### config.mk
export PLATFORM = sky130hd
export DESIGN_NAME = light_phase_monitor
export DESIGN_NICKNAME = d
export VERILOG_FILES = /design/src/rtl/light_phase_monitor.sv
export SDC_FILE = /design/constraint.sdc
export NUM_CORES = 1
export LEC_CHECK = 0
export BUFFER_PORTS_ARGS = -buffer_cell sky130_fd_sc_hd__buf_2
export CAP_MARGIN = 20
export CORE_MARGIN = 2
export CORE_UTILIZATION = 35
export CTS_BUF_LIST = sky130_fd_sc_hd__clkbuf_8
export CTS_CLUSTER_DIAMETER = 30
export DETAILED_ROUTE_END_ITERATION = 8
export GPL_TIMING_DRIVEN = 0
export HOLD_SLACK_MARGIN = 0.03
export PLACE_DENSITY = 0.61
export SKIP_LAST_GASP = 1
export SYNTH_ARGS = -nofsm -noshare
export SYNTH_HDL_FRONTEND = slang
export SYNTH_SLANG_ARGS = --single-unit
### constraint.sdc
create_clock -name clk1 -period 4.7 [get_ports clk1]
set_clock_uncertainty 0.1 [all_clocks]
set_input_delay 0.235 -clock clk1 [delete_from_list [all_inputs] [get_ports clk1]]
set_output_delay 0.235 -clock clk1 [all_outputs]
set_load 0.02 [all_outputs]
### src/rtl/light_phase_monitor.sv
// Passive checker for the traffic-light controller outputs: rebuilds the phase from
// the lamp lines, decodes the countdown digits and latches sticky protocol errors.
module light_phase_monitor #(
  parameter int T_G1 = 40,
  parameter int T_Y1 = 5,
  parameter int T_G2 = 30,
  parameter int T_Y2 = 5
) (
  input  logic       clk1,
  input  logic       rst,
  input  logic       LR1,
  input  logic       LG1,
  input  logic       LY1,
  input  logic       LR2,
  input  logic       LG2,
  input  logic       LY2,
  input  logic [6:0] HEX0,
  input  logic [6:0] HEX1,
  input  logic [6:0] HEX2,
  input  logic [6:0] HEX3,
  output logic [2:0] phase,
  output logic [6:0] disp01,
  output logic [6:0] disp23,
  output logic [6:0] dwell,
  output logic [7:0] cycles,
  output logic       err_lamp,
  output logic       err_seq,
  output logic       err_time,
  output logic       err_seg,
  output logic       err_count
);

  typedef enum logic [2:0] {
    ST_SYNC = 3'd0,
    ST_G1R2 = 3'd1,
    ST_Y1R2 = 3'd2,
    ST_R1G2 = 3'd3,
    ST_R1Y2 = 3'd4
  } state_t;

  localparam logic [6:0] BLANK = 7'd127;

  // Returns {bad, blank, digit}; an unknown pattern is flagged and also reads as blank.
  function automatic logic [5:0] seg_dec(input logic [6:0] s);
    case (s)
      7'b1000000: seg_dec = {2'b00, 4'd0};
      7'b1111001: seg_dec = {2'b00, 4'd1};
      7'b0100100: seg_dec = {2'b00, 4'd2};
      7'b0110000: seg_dec = {2'b00, 4'd3};
      7'b0011001: seg_dec = {2'b00, 4'd4};
      7'b0010010: seg_dec = {2'b00, 4'd5};
      7'b0000010: seg_dec = {2'b00, 4'd6};
      7'b1111000: seg_dec = {2'b00, 4'd7};
      7'b0000000: seg_dec = {2'b00, 4'd8};
      7'b0010000: seg_dec = {2'b00, 4'd9};
      7'b1111111: seg_dec = 6'b010000;
      default:    seg_dec = 6'b110000;
    endcase
  endfunction

  // Returns {seg_error, value}; value 127 means the pair is blank.
  function automatic logic [7:0] pair_dec(input logic [6:0] tens, input logic [6:0] units);
    logic [5:0] t;
    logic [5:0] u;
    logic [7:0] r;
    t = seg_dec(tens);
    u = seg_dec(units);
    r = {t[5] | u[5], BLANK};
    if (t[4] && u[4]) begin
      r[6:0] = BLANK;
    end else if (t[4]) begin
      r[6:0] = {3'b000, u[3:0]};
    end else if (u[4]) begin
      r[7] = 1'b1;
    end else begin
      r[6:0] = 7'(t[3:0]) * 7'd10 + 7'(u[3:0]);
    end
    return r;
  endfunction

  // A step is bad unless cur == prev - 1; prev == 0 can therefore never be followed.
  function automatic logic step_bad(input logic [6:0] prev, input logic [6:0] cur);
    return (prev != BLANK) && (cur != BLANK) && (({1'b0, cur} + 8'd1) != {1'b0, prev});
  endfunction

  function automatic state_t succ(input state_t s);
    case (s)
      ST_G1R2: succ = ST_Y1R2;
      ST_Y1R2: succ = ST_R1G2;
      ST_R1G2: succ = ST_R1Y2;
      default: succ = ST_G1R2;
    endcase
  endfunction

  function automatic logic [6:0] t_of(input state_t s);
    case (s)
      ST_G1R2: t_of = 7'(T_G1);
      ST_Y1R2: t_of = 7'(T_Y1);
      ST_R1G2: t_of = 7'(T_G2);
      default: t_of = 7'(T_Y2);
    endcase
  endfunction

  state_t     r_state;
  logic       r_timed;
  logic [6:0] r_dwell;
  logic [7:0] r_cycles;
  logic [6:0] r_disp01;
  logic [6:0] r_disp23;
  logic       r_err_lamp, r_err_seq, r_err_time, r_err_seg, r_err_count;

  state_t     w_state_next;
  state_t     w_samp;
  logic       w_legal, w_change;
  logic       w_timed_next;
  logic [6:0] w_dwell_next;
  logic [7:0] w_cycles_next;
  logic [7:0] w_p01, w_p23;
  logic       w_err_lamp_next, w_err_seq_next, w_err_time_next, w_err_seg_next, w_err_count_next;

  always_ff @(posedge clk1) begin
    if (rst) begin
      r_state     <= ST_SYNC;
      r_timed     <= 1'b0;
      r_dwell     <= 7'd0;
      r_cycles    <= 8'd0;
      r_disp01    <= BLANK;
      r_disp23    <= BLANK;
      r_err_lamp  <= 1'b0;
      r_err_seq   <= 1'b0;
      r_err_time  <= 1'b0;
      r_err_seg   <= 1'b0;
      r_err_count <= 1'b0;
    end else begin
      r_state     <= w_state_next;
      r_timed     <= w_timed_next;
      r_dwell     <= w_dwell_next;
      r_cycles    <= w_cycles_next;
      r_disp01    <= w_p01[6:0];
      r_disp23    <= w_p23[6:0];
      r_err_lamp  <= w_err_lamp_next;
      r_err_seq   <= w_err_seq_next;
      r_err_time  <= w_err_time_next;
      r_err_seg   <= w_err_seg_next;
      r_err_count <= w_err_count_next;
    end
  end

  always_comb begin
    w_legal = 1'b1;
    w_samp  = ST_SYNC;
    case ({LR1, LG1, LY1, LR2, LG2, LY2})
      6'b010100: w_samp = ST_G1R2;
      6'b001100: w_samp = ST_Y1R2;
      6'b100010: w_samp = ST_R1G2;
      6'b100001: w_samp = ST_R1Y2;
      default:   w_legal = 1'b0;
    endcase

    w_p01    = pair_dec(HEX1, HEX0);
    w_p23    = pair_dec(HEX3, HEX2);
    w_change = w_legal && (w_samp != r_state);

    w_state_next     = r_state;
    w_timed_next     = r_timed;
    w_dwell_next     = r_dwell;
    w_cycles_next    = r_cycles;
    w_err_lamp_next  = r_err_lamp | ~w_legal;
    w_err_seg_next   = r_err_seg | w_p01[7] | w_p23[7];
    w_err_seq_next   = r_err_seq;
    w_err_time_next  = r_err_time;
    // The previous pair is simply the registered display value.
    w_err_count_next = r_err_count |
                       (!w_change && (step_bad(r_disp01, w_p01[6:0]) || step_bad(r_disp23, w_p23[6:0])));

    if (w_change) begin
      w_state_next = w_samp;
      w_dwell_next = 7'd1;
      if (r_state != ST_SYNC) begin
        if (w_samp != succ(r_state)) w_err_seq_next = 1'b1;
        if (r_timed && (r_dwell != t_of(r_state))) w_err_time_next = 1'b1;
        w_timed_next = 1'b1;
        // A round only counts if nothing at all has gone wrong, including on this edge.
        if ((r_state == ST_R1Y2) && (w_samp == ST_G1R2) && r_timed && (r_cycles != 8'd255) &&
            !(w_err_lamp_next | w_err_seq_next | w_err_time_next | w_err_seg_next | w_err_count_next))
          w_cycles_next = r_cycles + 8'd1;
      end
    end else if ((r_state != ST_SYNC) && (r_dwell != 7'd127)) begin
      w_dwell_next = r_dwell + 7'd1;
    end
  end

  assign phase     = r_state;
  assign disp01    = r_disp01;
  assign disp23    = r_disp23;
  assign dwell     = r_dwell;
  assign cycles    = r_cycles;
  assign err_lamp  = r_err_lamp;
  assign err_seq   = r_err_seq;
  assign err_time  = r_err_time;
  assign err_seg   = r_err_seg;
  assign err_count = r_err_count;

endmodule
After elaboration in Yosys (flattened, before gate mapping)
Cells that the tools add are included.
{"block": "totals", "latchBits": 0, "inputBits": 36, "out_inout_bits": 37, "romBits": 0, "elab_cells": 150, "memories": 0, "reg_bits": 38, "ram_bits": 0}
{"block": "classes", "n_mux": 32, "magnitude_cmp": 0, "n_bitwise": 11, "n_mul": 2, "div_mod_pow": 0, "n_reduce_logical": 27, "n_eq_ne": 60, "shifts": 0, "n_addsub": 6}
{"op": "6-bit one-hot mux with 11 select lines", "count": 4}
{"op": "7-bit == test, second input constant", "count": 16}
{"op": "7-bit by 5-bit == test with 1-bit output, second input constant", "count": 12}
{"op": "7-bit by 6-bit == test with 1-bit output, second input constant", "count": 8}
{"op": "7-bit two-way mux", "count": 8}
{"op": "7-bit != test, second input constant", "count": 5}
{"op": "7-bit by 2-bit == test with 1-bit output, second input constant", "count": 4}
{"op": "7-bit logical NOT", "count": 4}
{"op": "7-bit by 1-bit adder with 8-bit output, second input constant", "count": 2}
{"op": "8-bit by 7-bit != test with 1-bit output", "count": 2}
{"op": "1-bit two-way mux", "count": 15}
{"op": "7-bit by 4-bit adder with 7-bit output", "count": 2}
{"op": "1-bit logical AND", "count": 14}
{"op": "6-bit == test, second input constant", "count": 2}
{"op": "4-bit by 3-bit multiplier with 6-bit output, second input constant", "count": 2}
{"op": "3-bit one-hot mux with 4 select lines", "count": 1}
{"op": "6-bit one-hot mux with 2 select lines", "count": 1}
{"op": "1-bit bitwise OR", "count": 10}
{"op": "3-bit one-hot mux with 3 select lines", "count": 1}
{"op": "8-bit by 1-bit adder with 8-bit output, second input constant", "count": 1}
{"op": "8-bit != test, second input constant", "count": 1}
{"op": "7-bit by 1-bit adder with 7-bit output, second input constant", "count": 1}
{"op": "7-bit != test", "count": 1}
{"op": "3-bit by 1-bit == test with 1-bit output, second input constant", "count": 2}
{"op": "other kinds (15)", "count": 19}

Depth between registers and ports, before layout
{"block": "logic_depth", "depth_word": 17, "ltp_mapped": 18, "mapped_depth_nobuf": 17}

Least setup slack after synthesis
No wires, ideal clock.
{"block": "synth_path", "kind": "input to register", "from": "in HEX1[2]", "to": "reg r_cycles[7] (netlist: cycles[7])", "cell_stages": 16, "n_path_buf": 1, "t_required_ns": 4.530, "arrival_time_ns": 4.453, "setup_time_ns": 0.070, "slack_ns": 0.077, "path_cell_list": "buf_6 or4_4 or3b_2 o22ai_1 ha_1 ha_1 inv_1 fa_1 nor4_1 xnor3_2 nor4b_4 o21ai_2 a211oi_4 nand4_2 or3_1 a21oi_1"}
{"block": "synth_via", "elab_chain_cells": 17, "word_cells_on_any_way": 37, "classes_between": "2 x add/sub; 1 x mul; 12 x eq/ne; 7 x mux; 6 x bitwise; 9 x reduce/logical"}
{"item": "start: declaration", "line_no": "18", "rtl": "input logic [6:0] HEX1,"}
{"item": "7-bit == test (tied with other cells)", "line_no": "45", "rtl": "case (s)"}
{"item": "6-bit one-hot mux with 11 select lines (*)", "line_no": "45"}
{"item": "4-bit by 3-bit multiplier with 6-bit output", "line_no": "76", "rtl": "r[6:0] = 7'(t[3:0]) * 7'd10 + 7'(u[3:0]);"}
{"item": "7-bit by 4-bit adder with 7-bit output", "line_no": "76"}
{"item": "7-bit two-way mux", "line_no": "73", "rtl": "end else if (u[4]) begin"}
{"item": "7-bit two-way mux", "line_no": "71", "rtl": "end else if (t[4]) begin"}
{"item": "7-bit two-way mux", "line_no": "69", "rtl": "if (t[4] && u[4]) begin"}
{"item": "7-bit by 1-bit adder with 8-bit output or 7-bit != test (tied branches)", "line_no": "83", "rtl": "return (prev != BLANK) && (cur != BLANK) && (({1'b0, cur} + 8'd1) != {1'b0, prev});"}
{"item": "8-bit by 7-bit != test with 1-bit output or 1-bit logical AND (tied branches)", "line_no": "83"}
{"item": "1-bit logical AND", "line_no": "83"}
{"item": "1-bit logical OR", "line_no": "174", "rtl": "(!w_change && (step_bad(r_disp01, w_p01[6:0]) || step_bad(r_disp23, w_p23[6:0])));"}
{"item": "1-bit logical AND", "line_no": "174"}
{"item": "1-bit bitwise OR", "line_no": "173", "rtl": "w_err_count_next = r_err_count |"}
{"item": "1-bit bitwise OR (*)", "line_no": "185", "rtl": "!(w_err_lamp_next | w_err_seq_next | w_err_time_next | w_err_seg_next | w_err_count_next))"}
{"item": "1-bit logical NOT (*)", "line_no": "185"}
{"item": "1-bit logical AND (*)", "line_no": "184", "rtl": "if ((r_state == ST_R1Y2) && (w_samp == ST_G1R2) && r_timed && (r_cycles != 8'd255) &&"}
{"item": "3-bit AND reduction (no source line) (*)"}
{"item": "end signal: assignment", "line_no": "138", "rtl": "r_cycles <= w_cycles_next;"}
{"item": "end: declaration", "line_no": "107", "rtl": "logic [7:0] r_cycles;"}
Every way passes the cells marked *; elsewhere a longest branch is shown, timed or not.
A chain may end at the register's enable or synchronous reset.

Worst setup path after layout
{"block": "layout_path", "from": "in HEX1[3]", "to": "reg r_cycles[7] (netlist: cycles[7])"}
Same word-level chain as after synthesis.

==> flow_metrics.env <==
export IMPL_yosys_top_cells_count="nor2_1 (60), nand2_1 (48), dfxtp_1 (38), o21ai_0 (28), xor2_1 (24)"
export IMPL_place_congestion=0.866
export IMPL_drc=0
export IMPL_met1_length_um=4790
export IMPL_track_usage_pct=16.8
export IMPL_ys_flop_type="dfxtp_1"
export IMPL_period_share_pct=95.5
export IMPL_dr_pass1_iters=4
export IMPL_maxCapViolations=0
export IMPL_synth_area_leader_cell="dfxtp_1"
export IMPL_drive_above_1_share_pct=16.3
export IMPL_antenna_found_initial=0
export IMPL_hold_buffers=0
export IMPL_yosys_top_cells_area="dfxtp_1 (20%), nor2_1 (5.9%), xor2_1 (5.5%), nand2_1 (4.7%), ha_1 (4.6%)"
export IMPL_grt_ovfl_total=0
export IMPL_cts_sinks=38
export IMPL_ys_seq_elements=38
export IMPL_antenna_cells=0
export IMPL_worst_pin_slew_ps=814
export IMPL_grt_max_degree=12
export IMPL_p_per_area_nw_per_um2=171
export IMPL_io_buffers=55
export IMPL_tritoncts="done"
export IMPL_slew_headroom_pct=45.7
export IMPL_dp_slack_ps=-381
export IMPL_ys_async_sr_fraction_pct=0
export IMPL_min_path_type="in2reg"
export IMPL_core_area_sq_um=10700
export IMPL_die_h_um=109
export IMPL_clk_pin_slew_ps=80
export IMPL_syn_area_sq_um=3830
export IMPL_first_iter_violations=267
export IMPL_grt_pass1_wl_um=16400
export IMPL_via_count=3900
export IMPL_final_antenna_net_count=0
export IMPL_synth_top_area_share_pct=19.9
export IMPL_cts_made_buffers=5
export IMPL_start_kind="input pin"
export IMPL_io_pins=73
export IMPL_cp_arrival_ps=4620
export IMPL_avgViaCountPerCell=5.43
export IMPL_syn_nets=567
export IMPL_start_util_pct=35.7
export IMPL_htreeDepth=2
export IMPL_crit_type="in2reg"
export IMPL_cp_end_kind="flip-flop"
export IMPL_hold_viol=0
export IMPL_rows=38
export IMPL_ff2ff_path_depth=10
export IMPL_max_freq_ghz=0.223
export IMPL_root_buffer="clkbuf_8"
export IMPL_synth_distinct_cells=72
export IMPL_p_total_mw=0.751
export IMPL_crit_required_ps=4830
export IMPL_die_w_um=109
export IMPL_power_leakage_nw=1.62
export IMPL_dr_wl_met2_um=4780
export IMPL_fin_crit_ps=4490
export IMPL_dp_hpwl_um=7940
export IMPL_synth_edf_count=0
export IMPL_insertion_delay_ps=290
export IMPL_ys_seq_area_share_pct=19.9
export IMPL_clockBufferDepth=2
export IMPL_wl_per_cell_um=13.9
export IMPL_worstPathMaxFanout=7
export IMPL_yosysMostFrequentCell="nor2_1"
export IMPL_setup_ws_ps=211
export IMPL_avgSynthCellArea_sq_um=7.47
export IMPL_rsz0062_at_grt="true"
export IMPL_syn_to_final_growth_pct=14.6
export IMPL_nNetsFinal=631
export IMPL_irDropWorstVdd_mv=0.103
export IMPL_topRoutingLayerUsed="met4"
export IMPL_hold_depth=2
export IMPL_rrSetupSlack_ps=1490
export IMPL_dieArea_sq_um=11800
export IMPL_wirelength_um=9970
export IMPL_finalSetupViolCount=0
export IMPL_slew_viol_final=0
export IMPL_yosysWarnings=0
export IMPL_syn_inst=513
export IMPL_status="finished clean"
export IMPL_grt_pass1_vias=3613
export IMPL_met3WireLength_um=315
[routing by layer]
metal,track usage [%],vias to the layer above
met5,0,-
met3,2.57,11
met1,21.7,1829
li1,-,2000
met4,3.11,0
met2,29.7,60
[logic make-up after synthesis]
family / count (synthesis) / share of synthesized area (%)
simple gates: 232 / 32.6
compound gates: 118 / 21.4
buf+inv: 51 / 5.71
xor+xnor: 42 / 9.99
flops: 38 / 19.9
fa+ha+maj: 18 / 6.66
mux: 14 / 3.79
[path summary, 6_finish.rpt]
kind | startpoint | end
setup / recovery | HEX1[3] | cycles[7]$_SDFFE_PP0P_
setup reg to reg | phase[0]$_SDFFE_PP0P_ | cycles[7]$_SDFFE_PP0P_
hold reg to reg | r_timed$_SDFFE_PP0P_ | r_timed$_SDFFE_PP0P_
hold / removal | rst | disp23[3]$_SDFF_PP1_
[critical path, cell delays in order]
cell and delay (ps):
buf_2 140, or4_4 570, or3b_2 460, o22ai_2 220, ha_1 280, ha_1 190, inv_1 60, fa_1 460
nor4_1 370, xnor3_2 360, nor4b_4 240, o21ai_2 110, a211oi_4 260, nand4_2 160, or3_1 370, a21oi_1 140
[repair_timing]
item	CTS	global route
buffers inserted	1	0
endpoints found under the setup margin	1	2
resized for setup	0	2
pin swaps	1	0
[final cells by class]
cell class	count	area [sq um]
clock inverters	2	8.76
inverters	23	86.3
clock buffers	6	82.6
well taps	140	175
fillers	1155	6350
plain buffers	28	133
multi-input cells	424	2860
repair buffers	57	288
flip-flops and latches	38	761
[cell usage in the layout, fill, tap and decap left out, types with 6 or more instances in the layout]
cell | synthesis | final
xnor2_1 | 17 | 17
nand2b_1 | 13 | 13
nor4_1 | 10 | 10
inv_1 | 23 | 24
nor2b_1 | 9 | 9
clkbuf_1 | 23 | 23
o21ai_0 | 28 | 27
or4_1 | 6 | 6
a31oi_1 | 11 | 11
xor2_1 | 24 | 24
nand4_1 | 9 | 9
or3_1 | 7 | 7
buf_2 | 3 | 59
nor3_1 | 21 | 21
clkbuf_8 | 0 | 6
a21oi_1 | 19 | 19
ha_1 | 14 | 14
dfxtp_1 | 38 | 38
nor4bb_1 | 6 | 6
nor2_1 | 60 | 60
nand2_1 | 48 | 48
mux2i_1 | 10 | 10
nand3_1 | 11 | 11
[metrics by stage]
stage	hold WS [ps]	util, %	instance area (sq um)	cells	TNS [ps]
finish	141	40.9	4390	718	0
floorplan	239	-	3830	513	0
CTS	141	40.8	4390	718	0
global placement	398	39.8	4280	708	-718
global route	139	40.9	4390	718	-1.60
detailed placement	411	39.9	4290	709	-908
[sequential cells by signal, summed over array words and instances, names as in the netlist]
signal	cells
disp01	7
err_lamp	1
err_seq	1
disp23	7
dwell	7
err_time	1
err_seg	1
phase	3
cycles	8
r_timed	1
err_count	1
[report_power, final]
part	internal, mW	total [mW]	switching, mW
Sequential	0.329	0.338	0.00905
Combinational	0.0700	0.181	0.111
Clock	0.116	0.233	0.116
Total	0.515	0.751	0.237
Power figures use the tool's default switching activity.
